$ cat src/rtl/fifo_wr_arbiter_if.sv
// Write-side bundle between N producers, the round-robin arbiter and one FIFO write port.
// The optional req_lock vector exists only when FIFO_ARB_LOCK_EN is defined.
interface fifo_wr_arbiter_if #(
  parameter int N     = 4,
  parameter int WIDTH = 8
);
  localparam int IDW = (N > 1) ? $clog2(N) : 1;

  logic [N-1:0]       req_valid;
  logic [N*WIDTH-1:0] req_data;
  logic [N-1:0]       req_ready;
  logic               fifo_full;
  logic               fifo_almost_full;
  logic               fifo_wr_en;
  logic [WIDTH-1:0]   fifo_wr_data;
  logic [IDW-1:0]     fifo_wr_src;
  logic               busy;
`ifdef FIFO_ARB_LOCK_EN
  logic [N-1:0]       req_lock;

  modport master (
    output req_valid, req_data, req_lock, fifo_full, fifo_almost_full,
    input  req_ready, fifo_wr_en, fifo_wr_data, fifo_wr_src, busy
  );
  modport slave (
    input  req_valid, req_data, req_lock, fifo_full, fifo_almost_full,
    output req_ready, fifo_wr_en, fifo_wr_data, fifo_wr_src, busy
  );
`else
  modport master (
    output req_valid, req_data, fifo_full, fifo_almost_full,
    input  req_ready, fifo_wr_en, fifo_wr_data, fifo_wr_src, busy
  );
  modport slave (
    input  req_valid, req_data, fifo_full, fifo_almost_full,
    output req_ready, fifo_wr_en, fifo_wr_data, fifo_wr_src, busy
  );
`endif
endinterface

$ cat src/rtl/fifo_wr_arbiter.sv
// Round-robin arbiter for one FIFO write port; 1-cycle registered write, grants held off by full/almost-full.
// Optional FIFO_ARB_LOCK_EN: a locked beat keeps rr_ptr on its winner so the source can burst.
module fifo_wr_arbiter #(
  parameter int N     = 4,
  parameter int WIDTH = 8
) (
  input  logic              i_clk,
  input  logic              i_rst_n,
  fifo_wr_arbiter_if.slave  i_bus
);
  localparam int IDW = (N > 1) ? $clog2(N) : 1;

  logic [IDW-1:0]   r_rr_ptr;
  logic             r_wr_en;
  logic [WIDTH-1:0] r_wr_data;
  logic [IDW-1:0]   r_wr_src;

  logic             w_space_ok;
  logic             w_found;
  logic [IDW-1:0]   w_win;
  logic [IDW-1:0]   w_win_nxt;
  logic [N-1:0]     w_ready;
  logic             w_accept;

  // Reads are invisible here, so a write in flight counts against almost-full.
  assign w_space_ok = !i_bus.fifo_full && !(i_bus.fifo_almost_full && r_wr_en);

  always_comb begin : p_arb
    int idx;
    w_found = 1'b0;
    w_win   = '0;
    idx     = 0;
    for (int k = 0; k < N; k++) begin
      idx = int'(r_rr_ptr) + k;
      if (idx >= N) idx = idx - N;
      if (!w_found && i_bus.req_valid[idx]) begin
        w_found = 1'b1;
        w_win   = IDW'(idx);
      end
    end
  end

  always_comb begin
    w_ready = '0;
    if (i_rst_n && w_found && w_space_ok) w_ready[w_win] = 1'b1;
  end

  assign w_accept  = |(w_ready & i_bus.req_valid);
  assign w_win_nxt = (int'(w_win) == N - 1) ? '0 : w_win + 1'b1;

  always_ff @(posedge i_clk) begin
    if (!i_rst_n) begin
      r_rr_ptr  <= '0;
      r_wr_en   <= 1'b0;
      r_wr_data <= '0;
      r_wr_src  <= '0;
    end else if (w_accept) begin
      r_wr_en   <= 1'b1;
      r_wr_data <= i_bus.req_data[int'(w_win)*WIDTH +: WIDTH];
      r_wr_src  <= w_win;
`ifdef FIFO_ARB_LOCK_EN
      r_rr_ptr  <= i_bus.req_lock[w_win] ? w_win : w_win_nxt;
`else
      r_rr_ptr  <= w_win_nxt;
`endif
    end else begin
      r_wr_en   <= 1'b0;
    end
  end

  assign i_bus.req_ready    = w_ready;
  assign i_bus.fifo_wr_en   = r_wr_en;
  assign i_bus.fifo_wr_data = r_wr_data;
  assign i_bus.fifo_wr_src  = r_wr_src;
  assign i_bus.busy         = (|i_bus.req_valid) || r_wr_en;
endmodule

$ cat src/flat_wrapper.sv
// flat-port wrapper written by rule: the top's interface ports become plain ports
module fifo_wr_arbiter_flat 
#(
  parameter int N     = 4,
  parameter int WIDTH = 8
)
  (i_clk, i_rst_n, i_bus_req_valid, i_bus_req_data, i_bus_fifo_full, i_bus_fifo_almost_full, i_bus_req_ready, i_bus_fifo_wr_en, i_bus_fifo_wr_data, i_bus_fifo_wr_src, i_bus_busy);
  fifo_wr_arbiter_if #(.N(N), .WIDTH(WIDTH)) i_bus_i ();
  input  logic i_clk;
  input  logic i_rst_n;
  input wire logic [$bits(i_bus_i.req_valid)-1:0] i_bus_req_valid;
  input wire logic [$bits(i_bus_i.req_data)-1:0] i_bus_req_data;
  input wire logic [$bits(i_bus_i.fifo_full)-1:0] i_bus_fifo_full;
  input wire logic [$bits(i_bus_i.fifo_almost_full)-1:0] i_bus_fifo_almost_full;
  output wire logic [$bits(i_bus_i.req_ready)-1:0] i_bus_req_ready;
  output wire logic [$bits(i_bus_i.fifo_wr_en)-1:0] i_bus_fifo_wr_en;
  output wire logic [$bits(i_bus_i.fifo_wr_data)-1:0] i_bus_fifo_wr_data;
  output wire logic [$bits(i_bus_i.fifo_wr_src)-1:0] i_bus_fifo_wr_src;
  output wire logic [$bits(i_bus_i.busy)-1:0] i_bus_busy;
  assign i_bus_i.req_valid = i_bus_req_valid;
  assign i_bus_i.req_data = i_bus_req_data;
  assign i_bus_i.fifo_full = i_bus_fifo_full;
  assign i_bus_i.fifo_almost_full = i_bus_fifo_almost_full;
  assign i_bus_req_ready = i_bus_i.req_ready;
  assign i_bus_fifo_wr_en = i_bus_i.fifo_wr_en;
  assign i_bus_fifo_wr_data = i_bus_i.fifo_wr_data;
  assign i_bus_fifo_wr_src = i_bus_i.fifo_wr_src;
  assign i_bus_busy = i_bus_i.busy;
  fifo_wr_arbiter #(.N(N), .WIDTH(WIDTH)) u_core (.i_clk(i_clk), .i_rst_n(i_rst_n), .i_bus(i_bus_i));
endmodule
$ cat config.mk
export PLATFORM = sky130hd
export DESIGN_NAME = fifo_wr_arbiter_flat
export DESIGN_NICKNAME = d
export VERILOG_FILES = /design/src/rtl/fifo_wr_arbiter_if.sv /design/src/rtl/fifo_wr_arbiter.sv /design/src/flat_wrapper.sv
export SDC_FILE = /design/constraint.sdc
export NUM_CORES = 1
export LEC_CHECK = 0
export ABC_AREA = 1
export ABC_CLOCK_PERIOD_IN_PS = 2750
export CAP_MARGIN = 20
export CORE_ASPECT_RATIO = 0.75
export CORE_MARGIN = 2
export CORE_UTILIZATION = 42
export DETAILED_ROUTE_END_ITERATION = 7
export GPL_TIMING_DRIVEN = 0
export PLACE_DENSITY = 0.8
export REMOVE_ABC_BUFFERS = 1
export SYNTH_ARGS = -nofsm -noshare
export SYNTH_HDL_FRONTEND = slang
export SYNTH_SLANG_ARGS = --single-unit
$ cat constraint.sdc
create_clock -name i_clk -period 2.75 [get_ports i_clk]
set_clock_uncertainty 0.2 [all_clocks]
set_input_delay 0.55 -clock i_clk [delete_from_list [all_inputs] [get_ports i_clk]]
set_output_delay 0.55 -clock i_clk [all_outputs]
set_load 0.03 [all_outputs]
==> results.py <==
metrics = {
    "run_status": {
        "outcome": "finished, violations left",
        "violations": "negative setup slack",
    },
    "yosys": {
        "synth_edf_count": 0,
        "synth_top_area_frac": 0.213,
        "synth_cells": 210,
        "netlist_top_cells_area": "nand2_1 (21%), dfxtp_1 (20%), nor2_1 (8.9%)",
        "yosysSeqAreaShare": 0.205,
        "async_reset_ff_frac": 0,
        "synthesis.area_sq_um": 1270,
        "synth_cell_types": 26,
        "synth_seq_cells": 13,
        "yosysWarnings": 0,
        "syn_area_per_cell_sq_um": 6.05,
        "yosysTopAreaCell": "nand2_1",
        "ys.flop_type": "dfxtp_1",
    },
    "clock_network": {
        "clk_pin_slew_ns": 0.06,
        "cts-root-buf": "clkbuf_8",
        "cts.sinks": 13,
        "ctsHoldBuffers": 0,
        "cts_made_buffers": 3,
        "h-tree-depth": 1,
        "clk_latency_ns": 0.24,
        "cts_max_path_buffers": 2,
        "cts_tree": "yes",
    },
    "finish": {
        "final_cells": 320,
        "fin_util": 0.727,
        "n_antenna_cell": 0,
        "fin_nets": 324,
        "area_growth_syn_to_layout_pct": 66.6,
        "drive_above_1_share": 0.291,
    },
    "worst_setup_path": {
        "cp_max_fo": 7,
        "arrival_ns": 2.02,
        "reg2reg_depth": 16,
        "crit_type": "flop to output pin",
        "critPathMostFrequentCell": "nand2_2",
        "crit_chain": "inv_4 -> nand2_1 -> nand2_2 -> nand2_2 -> nand2_4 -> nor2_8 -> nand4_1 -> nand3_4 -> ha_4 -> and2_4 -> buf_6",
        "critPathRequiredTime_ns": 2.00,
        "crit_path_start_kind": "flop",
        "rrSetupSlack_ns": 0.25,
        "slowest_delay_ns": 0.41,
        "cp-endpoint": "i_bus_req_ready[3]",
        "slowest_stage": "dfxtp_4",
        "worstSetupEndpointType": "output pin",
        "timing.rr.end": "u_core.i_bus.fifo_wr_data[0]$_SDFFE_PN0P_",
        "r2r_start": "u_core.r_rr_ptr[0]$_SDFFE_PN0P_",
        "crit_path_start": "u_core.r_rr_ptr[0]$_SDFFE_PN0P_",
    },
    "detailed_routing": {
        "wl_per_cell_um": 12.0,
        "via_count": 1561,
        "avgViaCountPerCell": 4.88,
        "drc": 0,
        "firstDrtPassIters": 4,
        "postRouteAntennaNets": 0,
        "routed_wl_um": 3850,
        "drtIter0Drc": 103,
    },
    "sta": {
        "maxSlewHeadroom": 0.736,
        "setup_violations": 1,
        "finalHoldViolCount": 0,
        "fmax_ghz": 0.361,
        "tightest_slew_ns": 0.392,
        "finalMaxSlewViolations": 0,
        "rsz0062_at_grt": "yes",
        "fin_crit_sh": 1.01,
        "fin_crit_ns": 2.77,
        "setup_ws_ns": -0.0174,
        "holdWs_ns": 0.281,
    },
    "floorplan": {
        "start_util": 0.436,
        "dieArea_sq_um": 3490,
        "core-area_sq_um": 2910,
        "ios": 56,
        "die-height_um": 51.6,
        "num_rows": 17,
        "die_w_um": 67.5,
    },
    "placement": {
        "hpwl_um": 2350,
        "dp_cells": 297,
        "port_buffers": 55,
        "gp_congestion": 0.825,
    },
    "pwr": {
        "p_sw_frac": 0.500,
        "p_switching_mw": 1.04,
        "p_int_mw": 1.04,
        "combPwrFrac": 0.777,
        "pwr-share-clk": 0.084,
        "max-vdd-ir-drop_v": 0.000438,
        "power_density_nw_per_um2": 979,
        "leakage_nw": 1.04,
        "seqPwrFrac": 0.139,
        "p_total_mw": 2.07,
    },
    "flow_run": {
        "drv_cap": 0,
    },
    "global_route": {
        "grt_use_met2": 0.327,
        "grt-busiest-layer": "met2",
        "met1_usage": 0.272,
        "overflow": 0,
        "grt_use_met3": 0.0433,
        "grt_pass1_vias": 1256,
        "grtUsageTotal": 0.199,
        "grt_pass1_wl_um": 5350,
        "antenna_found_initial": 0,
        "grt_max_degree": 20,
    },
    "hold_path": {
        "hp-class": "flop to flop",
    },
}
## repair_timing
action,in CTS,in global routing
pin swaps,2,18
cloned,0,0
endpoints found under the hold margin,0,0
setup endpoints to repair,18,5
buffers inserted,6,13
gates resized for setup,48,29
## stage by stage
step / worst slack (ns) / instance area, sq um / setup TNS, ns
final: -0.0174 / 2120 / -0.0174
after global routing: -0.120 / 2120 / -0.318
after CTS: 0.0129 / 1970 / 0
after detailed placement: -1.14 / 1820 / -11.97
after global placement: -1.12 / 1820 / -11.55
after floorplan: 0.0453 / 1220 / 0
## critical path: cells and delay by family, from the launching register on
family / cells / cell delay [ns]
buf+inv: 2 / 0.20
flops: 1 / 0.41
simple gates: 8 / 1.01
fa+ha+maj: 1 / 0.14
## Yosys cell counts (2+ instances only)
cell and n:
nand2_4 5, inv_1 22, nor2_8 2, dfxtp_1 13
nand2_2 10, nand3_1 9, nand2_1 72, buf_2 3
o21ai_1 8, and2_1 2, nor2_1 30, buf_6 3
o21ai_0 9, inv_2 4, nand3_2 7
## sequential cells by signal, summed over array words and instances (netlist names)
name / cells
u_core.i_bus.fifo_wr_src: 2
u_core.r_rr_ptr: 2
u_core.i_bus.fifo_wr_en: 1
u_core.i_bus.fifo_wr_data: 8
## per-layer routing
layer,share of wire,routed length (um)
met3,0.065,252
met2,0.47,1830
met1,0.45,1720
met4,0.014,53
met5,0,0
## layout make-up
type	instances	area (sq um)
inverters	27	104
repair buffers	74	692
well taps	38	47.5
flip-flops and latches	13	268
fillers	215	796
clock buffers	4	45.0
multi-input cells	164	962
## cell families after synthesis
logic type | after synthesis | share of synthesized area
DFF | 13 | 0.205
buffers and inverters | 33 | 0.118
and+or+nand+nor | 142 | 0.572
AOI/OAI and AO/OA | 21 | 0.0955
adders and majority gates | 1 | 0.00984
## power by group through the flow
stage / Clock, mW / Combinational [mW] / Sequential, mW
3_5_place_dp: 0 / 1.20 / 0.290
2_1_floorplan: 0 / 0.792 / 0.365
6_report: 0.174 / 1.61 / 0.288
5_1_grt: 0.184 / 1.76 / 0.293
3_3_place_gp: 0 / 1.18 / 0.289
4_1_cts: 0.171 / 1.37 / 0.289
## worst min path at each step
stage	startpoint	cells past startpoint	to
final	u_core.i_bus.fifo_wr_src[0]$_SDFFE_PN0P_	2	u_core.i_bus.fifo_wr_src[0]$_SDFFE_PN0P_
after global routing	u_core.i_bus.fifo_wr_src[0]$_SDFFE_PN0P_	2	u_core.i_bus.fifo_wr_src[0]$_SDFFE_PN0P_
after CTS	u_core.i_bus.fifo_wr_src[0]$_SDFFE_PN0P_	2	u_core.i_bus.fifo_wr_src[0]$_SDFFE_PN0P_
after detailed placement	u_core.i_bus.fifo_wr_src[0]$_SDFFE_PN0P_	2	u_core.i_bus.fifo_wr_src[0]$_SDFFE_PN0P_
after global placement	u_core.i_bus.fifo_wr_src[0]$_SDFFE_PN0P_	2	u_core.i_bus.fifo_wr_src[0]$_SDFFE_PN0P_
after floorplan	u_core.r_rr_ptr[1]$_SDFFE_PN0P_	2	u_core.r_rr_ptr[1]$_SDFFE_PN0P_
## layout by cell type (no fill, tap or decap), types with 2 or more instances in the layout
cell              n
nand2_4           4
buf_2             3
dfxtp_4           2
nor2_1           30
nand3_4           5
buf_4            18
o21ai_0           8
o21ai_1           9
nand3_2           4
clkdlybuf4s50_1  46
nand2_1          63
clkbuf_8          3
nor2_8            2
dfxtp_1          11
buf_6             4
nand3_1           8
inv_2             6
inv_1            20
nand2_2          19
Power figures use the tool's default switching activity.
